File: src/rtl/chain_score_scheduler.sv
// rtl/chain_score_scheduler.sv - predecessor-window sequencer for the chaining score unit
// Keeps the last MAX_PRED anchors, issues one pair per cycle and keeps the best chain score.
module chain_score_scheduler #(
   parameter int MAX_PRED  = 16,
   parameter int MAX_DIST  = 5000,
   parameter int SCORE_LAT = 6,
   parameter int PW        = $clog2(MAX_PRED) + 1
) (
   input  logic          clk,
   input  logic          reset,
   input  logic          in_valid,
   output logic          in_ready,
   input  logic          in_first,
   input  logic [31:0]   in_r,
   input  logic [31:0]   in_q,
   input  logic [31:0]   in_w,
   input  logic [31:0]   avg_w,
   output logic [31:0]   sc_riX,
   output logic [31:0]   sc_riY,
   output logic [31:0]   sc_qiX,
   output logic [31:0]   sc_qiY,
   output logic [31:0]   sc_W,
   output logic [31:0]   sc_W_avg,
   input  logic [31:0]   sc_result,
   output logic          out_valid,
   input  logic          out_ready,
   output logic [31:0]   out_score,
   output logic          out_pred_valid,
   output logic [PW-1:0] out_pred_off,
   output logic          busy
);
   localparam int AW = $clog2(MAX_PRED);
   localparam logic [PW-1:0] MP_W = PW'(MAX_PRED);
   localparam logic [SCORE_LAT-1:0] EARLY_MASK = SCORE_LAT'((64'd1 << (SCORE_LAT - 1)) - 64'd1);

   typedef enum logic [1:0] {IDLE, ISSUE, DRAIN, DONE} state_t;
   state_t state, state_n;

   logic [31:0]          r_i, q_i, w_i;
   logic signed [31:0]   best;
   logic                 pred_valid;
   logic [PW-1:0]        off, j_off, count;
   logic [AW-1:0]        wr_ptr;
   logic [SCORE_LAT-1:0] vld;
   logic [PW-1:0]        tag [SCORE_LAT];
   logic [31:0]          hist_r [MAX_PRED];
   logic [31:0]          hist_q [MAX_PRED];
   logic [31:0]          hist_w [MAX_PRED];
   logic signed [31:0]   hist_f [MAX_PRED];
   logic [31:0]          hold_rx, hold_ry, hold_qx, hold_qy, hold_w, hold_wavg;

   logic                 accept, issuing, in_window, ret_valid, drained;
   logic [AW-1:0]        idx_j, ret_idx;
   logic [32:0]          diff;
   logic signed [31:0]   cand;

   assign accept    = in_valid && in_ready;
   assign idx_j     = wr_ptr - j_off[AW-1:0];
   // r_j > r_i borrows into bit 32 and counts as distance 0
   assign diff      = {1'b0, r_i} - {1'b0, hist_r[idx_j]};
   assign in_window = (j_off <= count) && (diff[32] || (diff[31:0] <= 32'(MAX_DIST)));
   assign issuing   = (state == ISSUE) && in_window;
   assign ret_valid = vld[SCORE_LAT-1];
   assign ret_idx   = wr_ptr - tag[SCORE_LAT-1][AW-1:0];
   assign cand      = hist_f[ret_idx] + $signed(sc_result);
   // the last stage is consumed this cycle, so only earlier stages hold us back
   assign drained   = (vld & EARLY_MASK) == '0;

   always_comb begin
      state_n = state;
      case (state)
         IDLE:    if (accept) state_n = ISSUE;
         ISSUE:   if (!in_window) state_n = drained ? DONE : DRAIN;
         DRAIN:   if (drained) state_n = DONE;
         DONE:    if (out_ready) state_n = IDLE;
         default: state_n = IDLE;
      endcase
   end

   always_ff @(posedge clk) begin
      if (reset) begin
         state      <= IDLE;
         count      <= '0;
         wr_ptr     <= '0;
         vld        <= '0;
         r_i        <= '0;
         q_i        <= '0;
         w_i        <= '0;
         best       <= '0;
         pred_valid <= 1'b0;
         off        <= '0;
         j_off      <= '0;
         hold_rx    <= '0;
         hold_ry    <= '0;
         hold_qx    <= '0;
         hold_qy    <= '0;
         hold_w     <= '0;
         hold_wavg  <= '0;
      end else begin
         state <= state_n;
         vld   <= SCORE_LAT'({vld, issuing});
         if (accept) begin
            r_i        <= in_r;
            q_i        <= in_q;
            w_i        <= in_w;
            best       <= $signed(in_w);
            pred_valid <= 1'b0;
            off        <= '0;
            j_off      <= PW'(1);
            if (in_first) count <= '0;
         end
         if (issuing) begin
            j_off     <= j_off + PW'(1);
            hold_rx   <= r_i;
            hold_ry   <= hist_r[idx_j];
            hold_qx   <= q_i;
            hold_qy   <= hist_q[idx_j];
            hold_w    <= w_i;
            hold_wavg <= avg_w;
         end
         // strict compare keeps the nearer predecessor on ties
         if (ret_valid && (cand > best)) begin
            best       <= cand;
            pred_valid <= 1'b1;
            off        <= tag[SCORE_LAT-1];
         end
         if ((state == DONE) && out_ready) begin
            wr_ptr <= wr_ptr + AW'(1);
            if (count != MP_W) count <= count + PW'(1);
         end
      end
   end

   always_ff @(posedge clk) begin
      for (int i = SCORE_LAT - 1; i > 0; i--) tag[i] <= tag[i-1];
      tag[0] <= j_off;
      if (!reset && (state == DONE) && out_ready) begin
         hist_r[wr_ptr] <= r_i;
         hist_q[wr_ptr] <= q_i;
         hist_w[wr_ptr] <= w_i;
         hist_f[wr_ptr] <= best;
      end
   end

   assign sc_riX   = issuing ? r_i           : hold_rx;
   assign sc_riY   = issuing ? hist_r[idx_j] : hold_ry;
   assign sc_qiX   = issuing ? q_i           : hold_qx;
   assign sc_qiY   = issuing ? hist_q[idx_j] : hold_qy;
   assign sc_W     = issuing ? w_i           : hold_w;
   assign sc_W_avg = issuing ? avg_w         : hold_wavg;

   assign in_ready       = (state == IDLE) && !reset;
   assign out_valid      = (state == DONE);
   assign out_score      = best;
   assign out_pred_valid = pred_valid;
   assign out_pred_off   = off;
   assign busy           = (state != IDLE);
endmodule

File: config.mk
export PLATFORM = sky130hd
export DESIGN_NAME = chain_score_scheduler
export DESIGN_NICKNAME = d
export VERILOG_FILES = /design/src/rtl/chain_score_scheduler.sv
export SDC_FILE = /design/constraint.sdc
export NUM_CORES = 2
export LEC_CHECK = 0
export CAP_MARGIN = 10
export CORE_UTILIZATION = 50
export DETAILED_ROUTE_END_ITERATION = 10
export GPL_TIMING_DRIVEN = 0
export MAX_ROUTING_LAYER = met4
export PLACE_DENSITY = 0.7
export RECOVER_POWER = 100
export SYNTH_ARGS = -nofsm -noshare
export SYNTH_HDL_FRONTEND = slang
export SYNTH_SLANG_ARGS = --single-unit
File: constraint.sdc
create_clock -name clk -period 24.9 [get_ports clk]
set_clock_uncertainty 0.2 [all_clocks]
set_input_delay 3.735 -clock clk [delete_from_list [all_inputs] [get_ports clk]]
set_output_delay 3.735 -clock clk [all_outputs]
set_load 0.05 [all_outputs]
[Word-level counts from Yosys, hierarchy flattened]
Memory sizes are Yosys's and may differ from the RTL's.
Cells that the tools add are included.
Operators by class
  add/subtract/negate cells: 7
  order comparisons: 3
  equal/unequal tests: 8
  multiplexer cells: 26
  reduce and logical (&&, ||, !) cells: 16
Operators by type and width (number)
  32-bit 2-to-1 mux: 8
  5-bit 2-to-1 mux: 8
  32-bit by 32-bit subtractor with 33-bit output: 1
  32-bit adder: 1
  32-bit greater-than comparator: 1
  32-bit by 13-bit less-or-equal comparator with 1-bit output (second input constant): 1
  5-bit by 1-bit adder with 5-bit output (second input constant): 2
  1-bit logical AND: 8
  2-bit 2-to-1 mux: 4
  2-bit case mux with 4 select lines: 1
  4-bit subtractor: 2
  6-bit logical NOT: 1
  2-bit != test (second input constant): 3
  2-bit nonzero test: 3
  5-bit less-or-equal comparator: 1
  1-bit 2-to-1 mux: 5
  5-bit != test (second input constant): 1
  4-bit by 1-bit adder with 4-bit output (second input constant): 1
  2-bit equality test (second input constant): 2
  4-bit AND reduction: 1
  2-bit by 1-bit equality test with 1-bit output (second input constant): 1
  2-bit logical NOT: 1
  2-bit by 1-bit != test with 1-bit output (second input constant): 1
  1-bit logical NOT: 1
  1-bit logical OR: 1
Word-level totals
  bits in registers: 348
  memory bits (writable): 1566
  output and inout port bits: 233
  word-level logic and storage cells: 81
  memories: 4
Memory list
  hist_f: words 16, bits a word 32, read ports 1, clocked after Yosys merged registers in 0, write ports 1, line 49  | logic signed [31:0] hist_f [MAX_PRED];
  hist_q: words 16, bits a word 32, read ports 1, clocked after Yosys merged registers in 0, write ports 1, line 47  | logic [31:0] hist_q [MAX_PRED];
  hist_r: words 16, bits a word 32, read ports 1, clocked after Yosys merged registers in 0, write ports 1, line 46  | logic [31:0] hist_r [MAX_PRED];
  tag: words 6, bits a word 5, read ports 6, clocked after Yosys merged registers in 0, write ports 6, line 45  | logic [PW-1:0] tag [SCORE_LAT];

[Depth between registers and ports, before layout]
An unclocked memory read counts as a cell.
  depth in word-level cells: 8
  mapped depth: 38
  depth with buffers taken out: 35

[Worst setup path after synthesis]
Ideal clock, no wire load.
  kind: input to register
  from: input reset
  to: memory hist_f[2][0] (enable)
  library setup time: 0.668 ns
  arrival time: 10.750 ns
  data required time: 24.032 ns
  slack: 13.282 ns
  cell stages on the path: 4
  cell sequence: clkbuf_1 > nor2_1 > nand2_1 > nor3_1
On the way
  word-level cells in the longest chain between the ends: 5
Ends and longest elaborated chain
  start, declared: line 10  | input logic reset,
  1-bit logical NOT: line 137  | if (!reset && (state == DONE) && out_ready) begin
  1-bit logical AND (2 in series): line 137
  1-bit 2-to-1 mux: line 137
  1-bit 2-to-1 mux (not written as such): line 141  | hist_f[wr_ptr] <= best;
  end, declared: line 49
No other way between the ends.

[Final worst setup path]
  from: register wr_ptr[0]
  to: output sc_W_avg[22]
On the way
  word-level cells in the longest chain between the ends: 8
Ends and longest elaborated chain
  start, declared: line 43  | logic [AW-1:0] wr_ptr;
  start signal, assigned: line 128  | wr_ptr <= wr_ptr + AW'(1);
  4-bit subtractor *: line 58  | assign idx_j = wr_ptr - j_off[AW-1:0];
  memory 16 x 32 bit *
  32-bit by 32-bit subtractor with 33-bit output *: line 60  | assign diff = {1'b0, r_i} - {1'b0, hist_r[idx_j]};
  32-bit by 13-bit less-or-equal comparator with 1-bit output: line 61  | assign in_window = (j_off <= count) && (diff[32] || (diff[31:0] <= 32'(MAX_DIST)));
  1-bit logical OR *: line 61
  1-bit logical AND *: line 61
  1-bit logical AND *: line 62  | assign issuing = (state == ISSUE) && in_window;
  32-bit 2-to-1 mux *
  end, declared: line 23  | output logic [31:0] sc_W_avg,
Every way passes the cells marked *; elsewhere a longest branch is shown, timed or not.

==> flow_summary.yaml <==
clocking:
  post_cts_resized: 0
  cts_setup_buffers: 0
  cts_hold_buf: 0
  clock_latency_ns: 0.84
  cts.sinks: 1914
  cts_tree: "done"
  cts_root_buf: "clkbuf_16"
  cts_htree_levels: 4
  cts_made_buffers: 188
  clk_pin_slew_ns: 0.07
  ctsLongestPathBuffers: 3
worst_setup_path:
  path_max_fanout: 10
  cp_slowest_cell: "o21ai_0"
  cp-end-kind: "output pin"
  crit_type: "reg2out"
  r2r_cells: 28
  r2r_setup_slack_ns: 12.78
  rr_startpoint: "wr_ptr[0]"
  critPathLaunchType: "flip-flop"
  path_common_cell: "clkbuf_1"
  critPathMaxStageDelay_ns: 1.61
  cp.required_ns: 20.97
  r2r-end: "hold_wavg[22]"
  cp.arrival_ns: 13.53
min_path:
  holdPathStages: 0
  min-delay-start: "tag[0][21]"
  worstHoldPathType: "reg2reg"
  min_to: "tag[0][26]"
synthesis:
  synthAdderAreaFrac_pct: 1.95
  synth_ff_type: "edfxtp_1"
  synth_area_sq_mm: 0.0786
  synth_nets: 5314
  yosysWarnings: 0
  synth_seq_cells: 1914
  ys_seq_area_share_pct: 68.3
  synth-simple-area-share_pct: 5.38
  synth_compound_area_share_pct: 7.83
  synth_top_family_by_area: "multiplexers"
  synth_edf_count: 1536
  postSynthCellCount: 5029
  syn_area_per_cell_sq_um: 15.6
  yosysUniqueCellTypes: 82
  synth_mux_area_share_pct: 13.7
  synth_xor_area_share_pct: 0.656
  ys_async_sr_fraction_pct: 0
power:
  leakage_nw: 31.9
  worst_ir_drop_vdd_uv: 122
  power_density_mw_per_mm2: 128
global_routing:
  track_usage_pct: 30.4
  grt_pass1_vias: 48700
  grt_overflow: 0
  grt_max_degree: 24
  grt_pass1_wl_mm: 336
  antenna_found_initial: 17
timing:
  hold_violations: 0
  worst_pin_slew_ns: 2.53
  max-slew-margin-rel_pct: -69.2
  finalMaxSlewViolations: 918
  tns_ns: 0
  finalCritPeriodShare_pct: 70.1
  rsz0062_at_grt: "no"
  finalSetupViolations: 0
  period_needed_ns: 17.46
  max_freq_ghz: 0.0573
cells_and_area:
  fin_cells: 7970
  fin_nets: 6021
  layout-drive-gt1-share_pct: 14.1
  final_common_cell: "edfxtp_1"
  final_cell_mix: "edfxtp_1, nand2_1, clkbuf_1"
  syn2layout_area_growth_pct: 16.9
  multi_input_area_sq_mm: 0.0232
  seq_area_sq_mm: 0.0537
  fillCellCount: 11800
place:
  dp_cells: 7597
  dp_hpwl_mm: 167
  numPortBuffers: 396
  place.gp.congestion: 0.937
job:
  maxCapViolCount: 51
route:
  drtIter0Drc: 6302
  wirelength_mm: 234
  drc: 4
  vias: 49700
  vias_per_cell: 6.23
  dr.pass1.iters: 9
  avgRoutedWirePerCell_um: 29.4
  drtAntennaViolNets: 0
floorplanning:
  die_area_sq_mm: 0.159
  fp.dieH_um: 399
  die_w_um: 399
  initial_utilization_pct: 50.3
  design.core.area_sq_mm: 0.156
  top_level_ports: 398
  num_rows: 145
outcome:
  violations: "design-rule violations, max-capacitance violations, max-slew violations"
  run_status: "complete, but fails checks"
## logic make-up after synthesis
group,Yosys count
flops,1914
compound gates,990
simple gates,949
mux,580
buf+inv,418
fa+ha+maj,120
xor+xnor,58
## synthesized netlist by cell type (43+ instances only)
library cell,count,share of area (%)
o21ai_0,261,1.7
dfxtp_1,378,9.6
mux2_1,54,0.77
buf_1,62,0.30
nand2_1,506,2.4
a31oi_1,43,0.34
ha_1,116,1.8
mux4_2,384,11
and3_1,46,0.37
a211oi_1,76,0.73
inv_1,89,0.42
nand3_1,130,0.83
edfxtp_1,1536,59
clkbuf_1,229,1.1
mux2_2,73,1.0
a21o_1,47,0.45
a31o_1,66,0.74
nor2_1,126,0.60
mux2i_1,69,0.88
a21oi_1,312,2.0
## report_power, final
part	leakage, nW	internal [mW]	switching, mW
clock network	3.03	1.58	1.24
logic	11.7	1.87	3.20
registers	17.2	3.67	0.197
total	31.9	7.12	4.64
## flip-flops by register name, indices dropped and copies added, names as in the netlist, 32 cells and up
name / flops
hist_f: 512
hist_q: 512
hist_r: 512
hold_qx: 32
hold_qy: 32
hold_rx: 32
hold_ry: 32
hold_w: 32
hold_wavg: 32
out_score: 32
q_i: 32
r_i: 32
w_i: 32
## critical path, delay by kind of cell (launching register included)
family	cells	cell delay, ns
adder cells (fa/ha/maj)	3	1.36
AO/OA/AOI/OAI	6	2.70
AND/OR/NAND/NOR	8	1.30
buffers and inverters	10	6.41
flip-flops	1	0.37
multiplexers	2	0.48
## final cells by class
type                            instances  share of cell area, %
Clock inverter                        100                  0.988
Sequential cell                      1914                   58.4
Tap cell                             2058                   2.80
Inverter                               90                  0.368
Antenna cell                           11                 0.0299
Timing Repair Buffer                  517                   4.94
Clock buffer                          255                   5.73
Buffer                                328                   1.51
Multi-Input combinational cell       2697                   25.2
## stage by stage
step	util (%)	hold WS [ns]	worst slack [ns]	total power, mW	area [sq um]
2_1_floorplan	-	0.110	13.28	7.28	78600
3_3_place_gp	54.5	0.111	4.37	8.92	85200
3_5_place_dp	55.8	0.112	9.57	8.98	87200
4_1_cts	59.8	0.122	8.60	11.8	93400
5_1_grt	58.8	0.127	7.04	12.2	91900
6_report	58.8	0.119	7.44	11.8	91900
## layer usage
metal | routed length [um] | vias up | global-route usage, %
li1 | - | 21100 | -
met5 | 0 | - | -
met3 | 23900 | 423 | 6.09
met2 | 111000 | 2710 | 46.7
met1 | 90800 | 25400 | 40.2
met4 | 8590 | 0 | 11.3
## worst max-delay path by stage
stage,start,end,cells after the start
6_report,wr_ptr[0],sc_W_avg[22],29
5_1_grt,wr_ptr[0],sc_W_avg[16],29
4_1_cts,wr_ptr[0],sc_W_avg[22],28
3_5_place_dp,wr_ptr[0],sc_W_avg[22],27
3_3_place_gp,reset,hist_q[0][18],4
2_1_floorplan,reset,hist_f[2][0],4
Power figures use the tool's default switching activity.
